<file path="src/rtl/dplca_pkg.sv">
// Shared DPLCA definitions: claim encodings, on/off and status codes, command codes, FSM states.
// The SOFT encoding is only produced when DPLCA_SOFT_CLAIM_EN is defined (see dplca_txop_table).
package dplca_pkg;

    localparam int NODE_ID_W_DEF = 8;

    localparam logic [1:0] CLAIM_UNCLAIMED = 2'b00;
    localparam logic [1:0] CLAIM_SOFT      = 2'b01;
    localparam logic [1:0] CLAIM_HARD      = 2'b10;

    localparam logic ON  = 1'b1;
    localparam logic OFF = 1'b0;

    localparam logic OK   = 1'b0;
    localparam logic FAIL = 1'b1;

    typedef enum logic [1:0] {
        CMD_NONE   = 2'd0,
        CMD_BEACON = 2'd1,
        CMD_COMMIT = 2'd2
    } cmd_e;

    typedef enum logic [1:0] {
        ST_DISABLED   = 2'd0,
        ST_WAIT_CYCLE = 2'd1,
        ST_RUN        = 2'd2
    } state_e;

    // One aging step with the intermediate SOFT level; 2'b11 is treated as HARD.
    function automatic logic [1:0] age_soft(input logic [1:0] claim);
        logic [1:0] nxt;
        nxt = CLAIM_UNCLAIMED;
        if (claim[1]) begin
            nxt = CLAIM_SOFT;
        end
        return nxt;
    endfunction

endpackage

</file>
<file path="src/rtl/dplca_age_counter.sv">
// Counts beacons while aging is ON; emits a wrap pulse on the last beacon of an age period and
// holds new_age for the whole following PLCA cycle (cleared by the next beacon).
module dplca_age_counter
    import dplca_pkg::*;
#(
    parameter int AGING_CYCLES = 32
) (
    input  logic clk,
    input  logic rst,
    input  logic clr_i,
    input  logic step_i,
    input  logic aging_i,
    output logic wrap_o,
    output logic new_age_o
);

    localparam logic [7:0] LAST = 8'(AGING_CYCLES - 1);

    logic [7:0] age_cnt_q, age_cnt_d;
    logic       new_age_q, new_age_d;

    assign wrap_o    = step_i && (aging_i == ON) && (age_cnt_q == LAST);
    assign new_age_o = new_age_q;

    always_comb begin
        age_cnt_d = age_cnt_q;
        new_age_d = new_age_q;
        if (clr_i) begin
            age_cnt_d = '0;
            new_age_d = 1'b0;
        end else begin
            if (aging_i != ON) begin
                age_cnt_d = '0;
            end
            if (step_i) begin
                new_age_d = 1'b0;
                if (aging_i == ON) begin
                    if (age_cnt_q == LAST) begin
                        age_cnt_d = '0;
                        new_age_d = 1'b1;
                    end else begin
                        age_cnt_d = age_cnt_q + 8'd1;
                    end
                end
            end
        end
    end

    always_ff @(posedge clk or posedge rst) begin
        if (rst) begin
            age_cnt_q <= '0;
            new_age_q <= 1'b0;
        end else begin
            age_cnt_q <= age_cnt_d;
            new_age_q <= new_age_d;
        end
    end

endmodule

</file>
<file path="src/rtl/dplca_txop_table.sv">
// DPLCA TXOP claim table: one 2-bit claim per TXOP ID, updated from txop_end/beacon activity.
// Define DPLCA_SOFT_CLAIM_EN to age HARD->SOFT->UNCLAIMED instead of HARD->UNCLAIMED.
module dplca_txop_table
    import dplca_pkg::*;
#(
    parameter int AGING_CYCLES = 32,
    parameter int NODE_ID_W    = NODE_ID_W_DEF
) (
    input  logic                            clk,
    input  logic                            reset,
    input  logic                            plca_en,
    input  logic                            dplca_en,
    input  logic                            dplca_aging,
    input  logic                            beacon_det,
    input  logic                            txop_end,
    input  logic                            txop_active,
    input  logic [NODE_ID_W-1:0]            cur_id,
    input  logic [NODE_ID_W-1:0]            plca_node_count,
    output logic [2*(1<<NODE_ID_W)-1:0]     txop_claim_table_unpacked,
    output logic                            dplca_txop_table_upd,
    output logic                            dplca_new_age,
    output logic [NODE_ID_W-1:0]            dplca_txop_id,
    output logic [NODE_ID_W-1:0]            dplca_txop_node_count
);

    localparam int DEPTH = 1 << NODE_ID_W;

    state_e               state_q, state_d;
    logic [1:0]           table_q [DEPTH];
    logic [1:0]           table_d [DEPTH];
    logic                 upd_q, upd_d;
    logic [NODE_ID_W-1:0] txop_id_q, txop_id_d;
    logic [NODE_ID_W-1:0] node_cnt_q, node_cnt_d;

    logic en, run, claim_hit, age_wrap;

    assign en        = plca_en && dplca_en;
    assign run       = en && (state_q == ST_RUN);
    assign claim_hit = run && txop_end && txop_active && (cur_id < plca_node_count);

    dplca_age_counter #(
        .AGING_CYCLES (AGING_CYCLES)
    ) u_age (
        .clk       (clk),
        .rst       (reset),
        .clr_i     (!en),
        .step_i    (run && beacon_det),
        .aging_i   (dplca_aging),
        .wrap_o    (age_wrap),
        .new_age_o (dplca_new_age)
    );

    always_comb begin
        state_d = state_q;
        if (!en) begin
            state_d = ST_DISABLED;
        end else begin
            case (state_q)
                ST_DISABLED:   state_d = ST_WAIT_CYCLE;
                ST_WAIT_CYCLE: if (beacon_det) state_d = ST_RUN;
                ST_RUN:        state_d = ST_RUN;
                default:       state_d = ST_DISABLED;
            endcase
        end
    end

    // Aging is applied first so a coincident claim on cur_id overrides it.
    always_comb begin
        for (int i = 0; i < DEPTH; i++) begin
            table_d[i] = table_q[i];
            if (!en) begin
                table_d[i] = CLAIM_UNCLAIMED;
            end else if (age_wrap) begin
`ifdef DPLCA_SOFT_CLAIM_EN
                table_d[i] = age_soft(table_q[i]);
`else
                table_d[i] = CLAIM_UNCLAIMED;
`endif
            end
        end
        if (claim_hit) begin
            table_d[cur_id] = CLAIM_HARD;
        end
    end

    always_comb begin
        upd_d      = run && beacon_det;
        txop_id_d  = txop_id_q;
        node_cnt_d = node_cnt_q;
        if (!en) begin
            txop_id_d  = '0;
            node_cnt_d = '0;
        end else begin
            if (run && txop_end)   txop_id_d  = cur_id;
            if (run && beacon_det) node_cnt_d = plca_node_count;
        end
    end

    always_ff @(posedge clk or posedge reset) begin
        if (reset) begin
            state_q    <= ST_DISABLED;
            upd_q      <= 1'b0;
            txop_id_q  <= '0;
            node_cnt_q <= '0;
            for (int i = 0; i < DEPTH; i++) begin
                table_q[i] <= CLAIM_UNCLAIMED;
            end
        end else begin
            state_q    <= state_d;
            upd_q      <= upd_d;
            txop_id_q  <= txop_id_d;
            node_cnt_q <= node_cnt_d;
            for (int i = 0; i < DEPTH; i++) begin
                table_q[i] <= table_d[i];
            end
        end
    end

    for (genvar g = 0; g < DEPTH; g++) begin : g_pack
        assign txop_claim_table_unpacked[2*g +: 2] = table_q[g];
    end

    assign dplca_txop_table_upd  = upd_q;
    assign dplca_txop_id         = txop_id_q;
    assign dplca_txop_node_count = node_cnt_q;

endmodule
</file>
<file path="config.mk">
export PLATFORM = sky130hd
export DESIGN_NAME = dplca_txop_table
export DESIGN_NICKNAME = d
export VERILOG_FILES = /design/src/rtl/dplca_pkg.sv /design/src/rtl/dplca_age_counter.sv /design/src/rtl/dplca_txop_table.sv
export SDC_FILE = /design/constraint.sdc
export NUM_CORES = 1
export LEC_CHECK = 0
export BUFFER_PORTS_ARGS = -buffer_cell sky130_fd_sc_hd__buf_2
export CORE_AREA = 3 3 216 218
export CTS_CLUSTER_SIZE = 8
export DETAILED_ROUTE_END_ITERATION = 6
export DIE_AREA = 0 0 219 221
export HOLD_SLACK_MARGIN = 0.02
export MAX_ROUTING_LAYER = met4
export PLACE_DENSITY = 0.74
export SYNTH_ARGS = -nofsm -noshare
export SYNTH_HDL_FRONTEND = slang
export SYNTH_SLANG_ARGS = --single-unit
export TNS_END_PERCENT = 20
</file>
<file path="constraint.sdc">
create_clock -name clk -period 48.8 [get_ports clk]
set_input_delay 9.76 -clock clk [delete_from_list [all_inputs] [get_ports clk]]
set_output_delay 9.76 -clock clk [all_outputs]
set_load 0.02 [all_outputs]
</file>
* Word-level counts from Yosys, hierarchy flattened
Cells that the tools add are included.
** Storage, ports and cells
- Register bits :: 540
- Output and inout bits :: 530
- Word-level logic and storage cells :: 817
** Cells by class
- Add/subtract/negate cells :: 1
- $lt $le $gt $ge :: 3
- Equal/unequal tests :: 6
- Multiplexer cells :: 531
- Bitwise logic cells :: 4
- Reductions and logical operators :: 10
** Operators with widths (count)
- 2-to-1 mux 2 bit :: 515
- 2-to-1 mux 512 bit :: 1
- bitwise AND 256 bit :: 1
- inverter 256 bit :: 1
- OR 256 bit :: 1
- 2-to-1 mux 8 bit :: 9
- demux 2 bit (select 8 bit) :: 1
- greater-or-equal comparator 9 bit, second input constant :: 1
- logical AND 1 bit :: 9
- < comparator 9 x 1 -> 1 bit, second input constant :: 1
- inverter 8 -> 9 bit :: 1
- adder 8 x 1 -> 8 bit, second input constant :: 1
- equality test 8 x 5 -> 1 bit, second input constant :: 1
- < comparator 8 bit :: 1
- one-hot mux 2 bit (3 select lines) :: 1
- 2-to-1 mux 1 bit :: 4
- inequality test 2 x 1 -> 1 bit, second input constant :: 2
- inequality test 3 bit, second input constant :: 1
- equality test 2 x 1 -> 1 bit, second input constant :: 1
- equality test 2 bit, second input constant :: 1
- logical NOT 2 bit :: 1

* Depth between registers and ports, before layout
Gate-level depths: netlist (run 1).
- Depth in word-level cells :: 9
- Mapped depth :: 9
- Depth with buffers taken out :: 6

* Hierarchy
From an unflattened synthesis (run 1), not the netlist that was laid out.
** Second synthesis, totals
- Cells, all modules :: 1671
- Area, all modules :: 20439.6 µm²
** Modules (own cells, without submodules)
- dplca_txop_table :: times used 1, cells an instance 1618, area each 19920.4 µm², sequential area each 13287.7 µm²
- dplca_age_counter :: times used 1, cells an instance 53, area each 519.2 µm², sequential area each 225.2 µm²

* Worst setup path before layout (run 1)
No wires, ideal clock.
- Path type :: input -> register
- From :: in plca_node_count[2]
- To :: reg table_q (netlist bit txop_claim_table_unpacked[32])
- Setup time :: 0.154 ns
- Arrival :: 11.137 ns
- Setup slack :: 37.509 ns
- Stages on the path :: 8
- Path through :: inv_1 ha_1 a211o_1 a31oi_1 o41a_1 buf_2 buf_2 a31oi_1
** RTL lines
- start: declaration :: line dplca_txop_table.sv:18 : input logic [NODE_ID_W-1:0] plca_node_count,
- end signal: indexed assignment :: line dplca_txop_table.sv:114 : table_q[i] <= table_d[i];
- end: declaration :: line dplca_txop_table.sv:29 : logic [1:0] table_q [DEPTH];

==> results of run 1 <==
-- final cells by class --
cell class	count	area share, %
Clock inverter	5	0.3066
Inverter	10	0.1725
Timing Repair Buffer	590	11.71
Tap cell	600	2.875
Multi-Input combinational cell	1223	25.62
Clock buffer	79	7.570
Sequential cell	540	51.75
-- placed cells by master (no fill, tap or decap), drive strengths merged, types with 3 or more instances in the layout --
master,count
buf,590
nand2,568
dfrtp,540
a31oi,254
o31ai,252
clkbuf,79
nor2,33
nand3,26
nor3,13
inv,12
ha,11
nand2b,10
nor2b,9
o21ai,9
nand4,5
and4,4
a32o,4
o311a,4
mux2i,3
-- through the flow --
step	total power, mW	cell area (um2)
CTS	0.9611	26110
global route	0.9853	26110
global placement	0.4910	24060
finish	0.9561	26110
detailed placement	0.4917	24060
floorplan	0.4791	21130
-- sequential cells by signal (all words and copies together) (netlist names) --
register,cells
u_age.new_age_o,1
u_age.age_cnt_q,8
state_q,2
dplca_txop_node_count,8
txop_claim_table_unpacked,512
dplca_txop_id,8
dplca_txop_table_upd,1
-- cell families after synthesis --
logic type / after synthesis
simple gates: 672
flops: 540
compound gates: 534
buf+inv: 200
fa+ha+maj: 11
mux: 4
xor+xnor: 2
-- how the worst max path moves through the flow --
stage,from,endpoint,slack (ns)
2_1_floorplan,reset,dplca_txop_id[0],23.95
3_3_place_gp,cur_id[2],txop_claim_table_unpacked[112],34.84
3_5_place_dp,cur_id[2],txop_claim_table_unpacked[42],34.78
4_1_cts,cur_id[2],txop_claim_table_unpacked[252],35.41
5_1_grt,cur_id[2],txop_claim_table_unpacked[252],35.01
6_report,cur_id[2],txop_claim_table_unpacked[64],35.25
-- per-layer routing --
layer / routed length (um) / share of wire (%) / GRT usage, %
met4: 4016 / 5.4 / 15.03
met5: 0 / 0 / -
met1: 29730 / 40 / 41.08
met3: 6419 / 8.6 / 5.685
met2: 34080 / 46 / 45.51
-- worst max-delay path: stages --
cell,delay (ns)
buf_2,0.28
ha_1,0.31
a211o_1,0.26
a31oi_1,0.28
o41a_2,0.96
buf_4,0.82
buf_4,0.94
a31oi_1,0.22
-- power breakdown --
group	internal [mW]	leakage, nW	total [mW]	switching (mW)
Combinational	0.00385	4.94	0.0356	0.0317
Clock	0.289	1.01	0.471	0.183
Sequential	0.449	7.55	0.449	0.000114
==> flow_summary.yaml, run 1 <==
status:
  status: "finished with violations"
  failed_checks: "design-rule violations"
synth:
  yosysUniqueCellTypes: 38
  synth_compound_area_share_pct: 17.65
  synth_simple_gate_area_share_pct: 12.62
  synth_cells: 1963
  yosysTopAreaCellShare_pct: 63.96
  synth_fa_ha_area_share_pct: 0.6515
  synth_common_cells: "nand2_1, dfrtp_1, a31oi_1"
  synth_area_um2: 21130
  synth-main-ff-cell: "dfrtp_1"
  syn_area_per_cell_um2: 10.76
  yosys-top-cells-area: "dfrtp_1, nand2_1, o31ai_1"
  yosysMostFrequentCell: "nand2_1"
  synth_xor_area_share_pct: 0.08291
  ys_async_sr_fraction_pct: 100.0
  ys_seq_elements: 540
  yosysSeqAreaShare_pct: 63.96
  synth_top_family_by_area: "compound AO/OA/AOI/OAI gates"
  muxShareOfSynthArea_pct: 0.1954
  yosys_warnings: 0
  synthesis.nets: 1998
  yosysTopAreaCell: "dfrtp_1"
  synth_edf_count: 0
route:
  drc_errors: 1
  dr.pass1.iters: 7
  vias: 18390
  wirelength_um: 74240
  viasPerCell: 6.035
  first_iter_violations: 2160
  wl_per_cell_um: 24.37
  ant_nets: 0
global_route:
  gr-usage-all-layers_pct: 30.74
  grt_pass1_vias: 17720
  grt_pass1_wl_um: 110400
  grt_overflow: 0
  antenna_found_initial: 2
  grt_start_max_net_pins: 255
floorplan:
  row_count: 78
  die_w_um: 219
  die_y_um: 221
  die_area_um2: 48400
  start_util_pct: 46.86
  ios: 554
  core_area_um2: 45090
final_layout:
  area_growth_pct: 23.61
  finalNonFillerCells: 3047
  antennaDiodeCount: 0
  layout.nets: 2477
  utilization_pct: 57.92
  seqCellArea_um2: 13510
  fillers: 3776
  multiInputGateArea_um2: 6690
  drive_gt1_share_pct: 28.69
setup_path:
  required_ns: 49.21
  end_kind: "flip-flop"
  reg2reg_slack_ns: 43.97
  reg2reg_from: "state_q[0]"
  rr_worst_depth: 8
  critPathKind: "input pin to flip-flop"
  crit_fanout: 108
  worstPathArrival_ns: 13.97
  r2r-end: "txop_claim_table_unpacked[64]"
  crit_path_start_kind: "input pin"
clock_tree:
  h-tree-depth: 3
  post_cts_resized: 0
  cts_max_path_buffers: 3
  root_buffer: "clkbuf_16"
  cts_tree: "built"
  clkTransAtPathRegs_ns: 0.05
  cts_num_sinks: 540
  cts_buffers: 77
  post-cts-setup-buffers: 0
  cts_hold_buf: 0
  clkLatencyLatePin_ns: 0.60
placed_design:
  post-dp-hpwl_um: 46370
  dp_worst_setup_slack_ns: 34.78
  port_buffers: 553
  place_congestion: 0.8827
  dp.cells: 2963
worst_hold_path:
  hold_class: "flip-flop to flip-flop"
  worstHoldStart: "txop_claim_table_unpacked[253]"
  min_delay_path_depth: 2
  min_to: "txop_claim_table_unpacked[253]"
pwr:
  power.density_nw_per_um2: 36.61
  p_leak_nw: 13.49
  peakVddDrop_mv: 0.03672
timing:
  final.setup.tns_ns: 0
  setup_viol: 0
  fin_skew_ns: 0.02207
  tightest_slew_ns: 1.374
  finalHoldViolCount: 0
  setup_slack_ns: 35.25
  fin_crit_ns: 13.55
  finalCritPeriodShare_pct: 27.78
  relSlewSlack_pct: 8.386
  rsz0062_at_grt: "false"
  hold-worst-slack_ns: 0.4671
  slew_violations: 0
  clock.fmax_mhz: 73.78
run:
  maxCapViolCount: 0
Power figures use the tool's default switching activity.
==> run 2: changes to the inputs <==
--- a/config.mk
+++ b/config.mk
@@ -5,14 +5,15 @@
 export SDC_FILE = /design/constraint.sdc
 export NUM_CORES = 1
 export LEC_CHECK = 0
+export ABC_AREA = 1
 export BUFFER_PORTS_ARGS = -buffer_cell sky130_fd_sc_hd__buf_2
-export CORE_AREA = 3 3 216 218
+export CORE_MARGIN = 3
+export CORE_UTILIZATION = 50
 export CTS_CLUSTER_SIZE = 8
 export DETAILED_ROUTE_END_ITERATION = 6
-export DIE_AREA = 0 0 219 221
 export HOLD_SLACK_MARGIN = 0.02
 export MAX_ROUTING_LAYER = met4
-export PLACE_DENSITY = 0.74
+export PLACE_DENSITY = 0.77
 export SYNTH_ARGS = -nofsm -noshare
 export SYNTH_HDL_FRONTEND = slang
 export SYNTH_SLANG_ARGS = --single-unit
==> constraint.sdc (replaced) <==
create_clock -name clk -period 14.22 [get_ports clk]
set_input_delay 2.844 -clock clk [delete_from_list [all_inputs] [get_ports clk]]
set_output_delay 2.844 -clock clk [all_outputs]
set_load 0.02 [all_outputs]
==> run 2 against run 1 <==
The run now ends clean. Cell count up 33%. Global-route usage up 2.4 points. Critical path depth up 3. Register-to-register slack worse by 34 ns. Via count up 17%. Total power rose to 3.4 times the previous value. Critical path type unchanged. Die area up 3.3%. Synthesized cell count up 51%. Hold slack better by 0.0082 ns. Worst setup slack worse by 27 ns.
==> flow_summary.yaml, run 2 <==
global_route:
  grt_pass1_wl_um: 123400
  grt_overflow: 0
  gr-usage-all-layers_pct: 33.11
  grt_pass1_vias: 20690
  antenna_found_initial: 1
  grt_start_max_net_pins: 172
synth:
  yosys_warnings: 0
  yosysMostFrequentCell: "nand2_1"
  yosysUniqueCellTypes: 26
  ys_seq_elements: 540
  synth_cells: 2960
  yosysTopAreaCellShare_pct: 57.10
  synthesis.nets: 2995
  synth_edf_count: 0
  synth_area_um2: 23670
  yosysSeqAreaShare_pct: 57.10
  synth-main-ff-cell: "dfrtp_1"
  yosysTopAreaCell: "dfrtp_1"
  syn_area_per_cell_um2: 7.995
  synth_common_cells: "nand2_1, inv_1, dfrtp_1"
  ys_async_sr_fraction_pct: 100.0
  yosys-top-cells-area: "dfrtp_1, nand3_1, nand2_1"
timing:
  setup_viol: 0
  final.setup.tns_ns: 0
  relSlewSlack_pct: 15.79
  finalHoldViolCount: 0
  slew_violations: 0
  tightest_slew_ns: 1.260
  rsz0062_at_grt: "false"
  finalCritPeriodShare_pct: 44.49
  fin_crit_ns: 6.326
  hold-worst-slack_ns: 0.4753
  clock.fmax_mhz: 158.1
  fin_skew_ns: 0.01919
setup_path:
  crit_path_start_kind: "input pin"
  required_ns: 14.71
  crit_fanout: 96
  critPathKind: "input pin to flip-flop"
  end_kind: "flip-flop"
  worstPathArrival_ns: 6.82
final_layout:
  final_common_cell: "nand2_1"
  final_cell_mix: "nand2_1, buf_2, inv_1, dfrtp_1, nor2_1"
  fin_area_um2: 28690
  drive_gt1_share_pct: 19.74
  fillers: 4023
  area_growth_pct: 21.23
  layout.nets: 3484
  utilization_pct: 61.49
  largest_register_ffs: 512
run:
  maxCapViolCount: 0
floorplan:
  die_area_um2: 49980
  ios: 554
  row_count: 79
  start_util_pct: 50.72
  die_w_um: 223.6
  core_area_um2: 46650
  die_y_um: 223.6
clock_tree:
  cts_buffers: 77
  clkTransAtPathRegs_ns: 0.05
  cts_hold_buf: 0
  post-cts-setup-buffers: 0
  root_buffer: "clkbuf_16"
  post_cts_resized: 0
  cts_num_sinks: 540
  h-tree-depth: 3
  cts_max_path_buffers: 3
  cts_tree: "built"
  clkLatencyLatePin_ns: 0.61
status:
  status: "complete, no violations"
route:
  drc_errors: 0
  wl_per_cell_um: 20.07
  vias: 21520
  dr.pass1.iters: 6
  first_iter_violations: 2187
  wirelength_um: 81550
  ant_nets: 0
  viasPerCell: 5.297
placed_design:
  port_buffers: 553
  post-dp-hpwl_um: 51770
  place_congestion: 0.8598
  dpl_cell_area_um2: 26640
worst_hold_path:
  hold_class: "flip-flop to flip-flop"
pwr:
  power.density_nw_per_um2: 114.7
  p_leak_nw: 17.51
  peakVddDrop_mv: 0.08509
  p_total_mw: 3.291
[run 2: changes by cell type after synthesis, sizes merged, moves of 32 or more]
| cell | before | now |
|---|---|---|
| inv | 10 | 546 |
| nand3 | 26 | 528 |
| nor2 | 33 | 538 |
| o31ai | 252 | 0 |
| a31oi | 254 | 0 |
| clkbuf | 94 | 62 |
[run 2: kinds of logic after synthesis]
group	Yosys count	share of synthesized area [%]
DFF	540	57.10
xor gates and xnor gates	4	0.1481
buffers and inverters	721	12.31
adders and majority gates	11	0.5816
and+or+nand+nor	1659	29.31
AOI/OAI and AO/OA	25	0.5499
[run 2: metrics by stage]
stage | setup WS (ns) | std cells
finish | 7.894 | 4063
global route | 7.701 | 4063
CTS | 8.060 | 4062
detailed placement | 7.479 | 3977
global placement | 7.541 | 3977
floorplan | 4.032 | 2960
[run 2: area by class of cell]
class / count / area, um2 / area share [%]
diodes: 1 / 2.502 / 0.008722
repair buffers: 584 / 3025 / 10.55
flip-flops and latches: 540 / 13510 / 47.10
clock buffers: 79 / 1977 / 6.891
multi-input cells: 1699 / 7274 / 25.36
well taps: 607 / 759.5 / 2.647
clock inverters: 6 / 73.82 / 0.2573
inverters: 547 / 2064 / 7.196
[run 2: worst paths after layout]
| path | start | end | slack, ns | cells after the start |
|---|---|---|---|---|
| min | u_age.new_age_o | u_age.new_age_o | 0.48 | 2 |
| max in group asynchronous | reset | txop_claim_table_unpacked[142] | 9.63 | 4 |
| min in group asynchronous | reset | txop_claim_table_unpacked[490] | 2.41 | 2 |
| max | cur_id[7] | txop_claim_table_unpacked[442] | 7.89 | 11 |
| max reg2reg | state_q[0] | txop_claim_table_unpacked[442] | 9.75 | 12 |
| min reg2reg | u_age.new_age_o | u_age.new_age_o | 0.48 | 2 |
[run 2: worst max-delay path, cell delays in order]
cell and delay [ns]:
buf_2 0.14, ha_1 0.34, a21oi_1 0.18, nand2_1 0.11
nor2_4 0.08, buf_4 0.63, buf_4 0.92, buf_4 0.96
nand3_1 0.26, nand2_1 0.14, inv_1 0.04
[run 2: power breakdown]
group | switching, mW | internal [mW]
sequential | 0.000363 | 1.54
combinational | 0.100 | 0.0133
clock | 0.645 | 0.991
total | 0.746 | 2.54
[run 2: metal layers]
layer / GRT usage, % / part of all wire [%] / wire (um)
met1: 42.66 / 39 / 31960
met2: 51.35 / 47 / 38300
met3: 7.011 / 9.4 / 7702
met4: 14.03 / 4.4 / 3586
met5: - / 0 / 0
==> run 3: changes to the inputs <==
==> constraint.sdc (replaced) <==
create_clock -name clk -period 6 [get_ports clk]
set_input_delay 1.2 -clock clk [delete_from_list [all_inputs] [get_ports clk]]
set_output_delay 1.2 -clock clk [all_outputs]
set_load 0.02 [all_outputs]
==> run 3 against run 2 <==
The flow now finishes with violations (design-rule violations). Clock power rose by 130%. Via count increased by 0.97%. Worst setup slack got worse by 5.1 ns. Critical path depth shrank 2. Total power increased by 140%. Clock-buffer cell count up 3. Global-route usage rose by 0.15 points. Sequential share of layout area down 0.28 points. Register-to-register slack worse by 6.8 ns. Critical path type unchanged. Highest routed layer unchanged.
==> flow_summary.yaml, run 3 (same netlist as run 2, synthesis figures left out) <==
placed_design:
  place_congestion: 0.8500
  dp.cells: 3987
  port_buffers: 553
  post-dp-hpwl_um: 52630
  dpl_cell_area_um2: 26820
  dp_worst_setup_slack_ns: 2.219
final_layout:
  fin_area_um2: 28860
  drive_gt1_share_pct: 19.90
  final_cell_mix: "nand2_1, buf_2, inv_1, dfrtp_1, nor2_1"
  finalNonFillerCells: 4071
  area_growth_pct: 21.96
  largest_register_ffs: 512
  final_common_cell: "nand2_1"
  layout.nets: 3494
timing:
  fin_crit_ns: 3.236
  finalHoldViolCount: 0
  setup_viol: 0
  tightest_slew_ns: 1.350
  fin_skew_ns: 0.02156
  relSlewSlack_pct: 9.794
  slew_violations: 0
  finalCritPeriodShare_pct: 53.93
  clock.fmax_mhz: 309.0
  setup_slack_ns: 2.764
  rsz0062_at_grt: "false"
run:
  maxCapViolCount: 0
floorplan:
  ios: 554
  core_area_um2: 46650
  die_area_um2: 49980
  row_count: 79
  start_util_pct: 50.72
  die_y_um: 223.6
  die_w_um: 223.6
route:
  dr.pass1.iters: 7
  vias: 21730
  drc_errors: 1
  wl_per_cell_um: 20.23
  ant_nets: 0
  viasPerCell: 5.338
  first_iter_violations: 2505
  wirelength_um: 82360
clock_tree:
  cts_buffers: 77
  cts_tree: "built"
  clkTransAtPathRegs_ns: 0.05
  clkLatencyLatePin_ns: 0.60
  post-cts-setup-buffers: 0
  post_cts_resized: 0
  h-tree-depth: 3
  cts_num_sinks: 540
  cts_max_path_buffers: 3
  root_buffer: "clkbuf_16"
  cts_hold_buf: 0
pwr:
  peakVddDrop_mv: 0.2029
  p_total_mw: 7.773
  power.density_nw_per_um2: 269.3
  p_leak_nw: 17.59
setup_path:
  required_ns: 6.48
  end_kind: "flip-flop"
  worstPathArrival_ns: 3.72
  crit_path_start_kind: "input pin"
  critPathKind: "input pin to flip-flop"
  crit_fanout: 36
global_route:
  antenna_found_initial: 1
  grt_pass1_wl_um: 124300
  grt_start_max_net_pins: 146
  gr-usage-all-layers_pct: 33.27
  grt_overflow: 0
  grt_pass1_vias: 21060
worst_hold_path:
  hold_class: "flip-flop to flip-flop"
status:
  failed_checks: "design-rule violations"
  status: "finished with violations"
-- run 3: cell count changes in the layout (fill, tap and decap cells not counted) --
cell and change:
bufinv_16 -1, buf_12 +9, clkbuf_1 +1, clkinv_2 +1, inv_6 -5, buf_4 +1
clkbuf_16 +2
-- run 3: power by group --
| group | leakage [nW] | switching (mW) | internal, mW |
|---|---|---|---|
| clock network | 1.00 | 1.49 | 2.35 |
| registers | 7.55 | 0.000885 | 3.65 |
| logic | 9.04 | 0.241 | 0.0398 |
-- run 3: worst paths after layout --
check                                        start                             end  slack (ns)  cells past startpoint
worst max-delay path                     cur_id[7]   txop_claim_table_unpacked[34]        2.76                      9
worst min-delay path               u_age.new_age_o                 u_age.new_age_o        0.47                      2
worst max register to register  u_age.age_cnt_q[0]  txop_claim_table_unpacked[110]        2.98                     11
worst min register to register     u_age.new_age_o                 u_age.new_age_o        0.47                      2
max in group asynchronous                    reset  txop_claim_table_unpacked[201]        4.02                      3
min in group asynchronous                    reset  txop_claim_table_unpacked[328]        0.76                      2
-- run 3: per-layer routing --
metal	vias to the layer above	track usage (%)	routed length, um
li1	9824	-	-
met1	10510	41.86	32090
met2	1203	51.63	38380
met3	194	8.832	8455
met4	0	13.50	3436
met5	-	-	0
-- run 3: cell type report --
class                   count  area [um2]
fillers                  4000       17790
flip-flops and latches    540       13510
multi-input cells        1699        7274
repair buffers            594        3213
inverters                 547        2064
clock buffers              82        2031
well taps                 607       759.5
clock inverters             1       5.005
diodes                      1       2.502
-- run 3: per-stage QoR --
stage / setup TNS (ns) / hold slack [ns] / utilization [%]
2_1_floorplan: -1373.75 / 0.4851 / -
3_3_place_gp: 0 / 0.4556 / 57.50
3_5_place_dp: 0 / 0.4627 / 57.50
4_1_cts: 0 / 0.4744 / 61.86
5_1_grt: 0 / 0.5119 / 61.86
6_report: 0 / 0.4689 / 61.86
-- run 3: worst max-delay path: stages --
cell and delay (ns):
buf_2 0.16, ha_1 0.34, a21oi_1 0.15, nand2_1 0.12, nor2_4 0.84, buf_4 0.52
nand3_1 0.19, nand2_1 0.13, inv_1 0.04
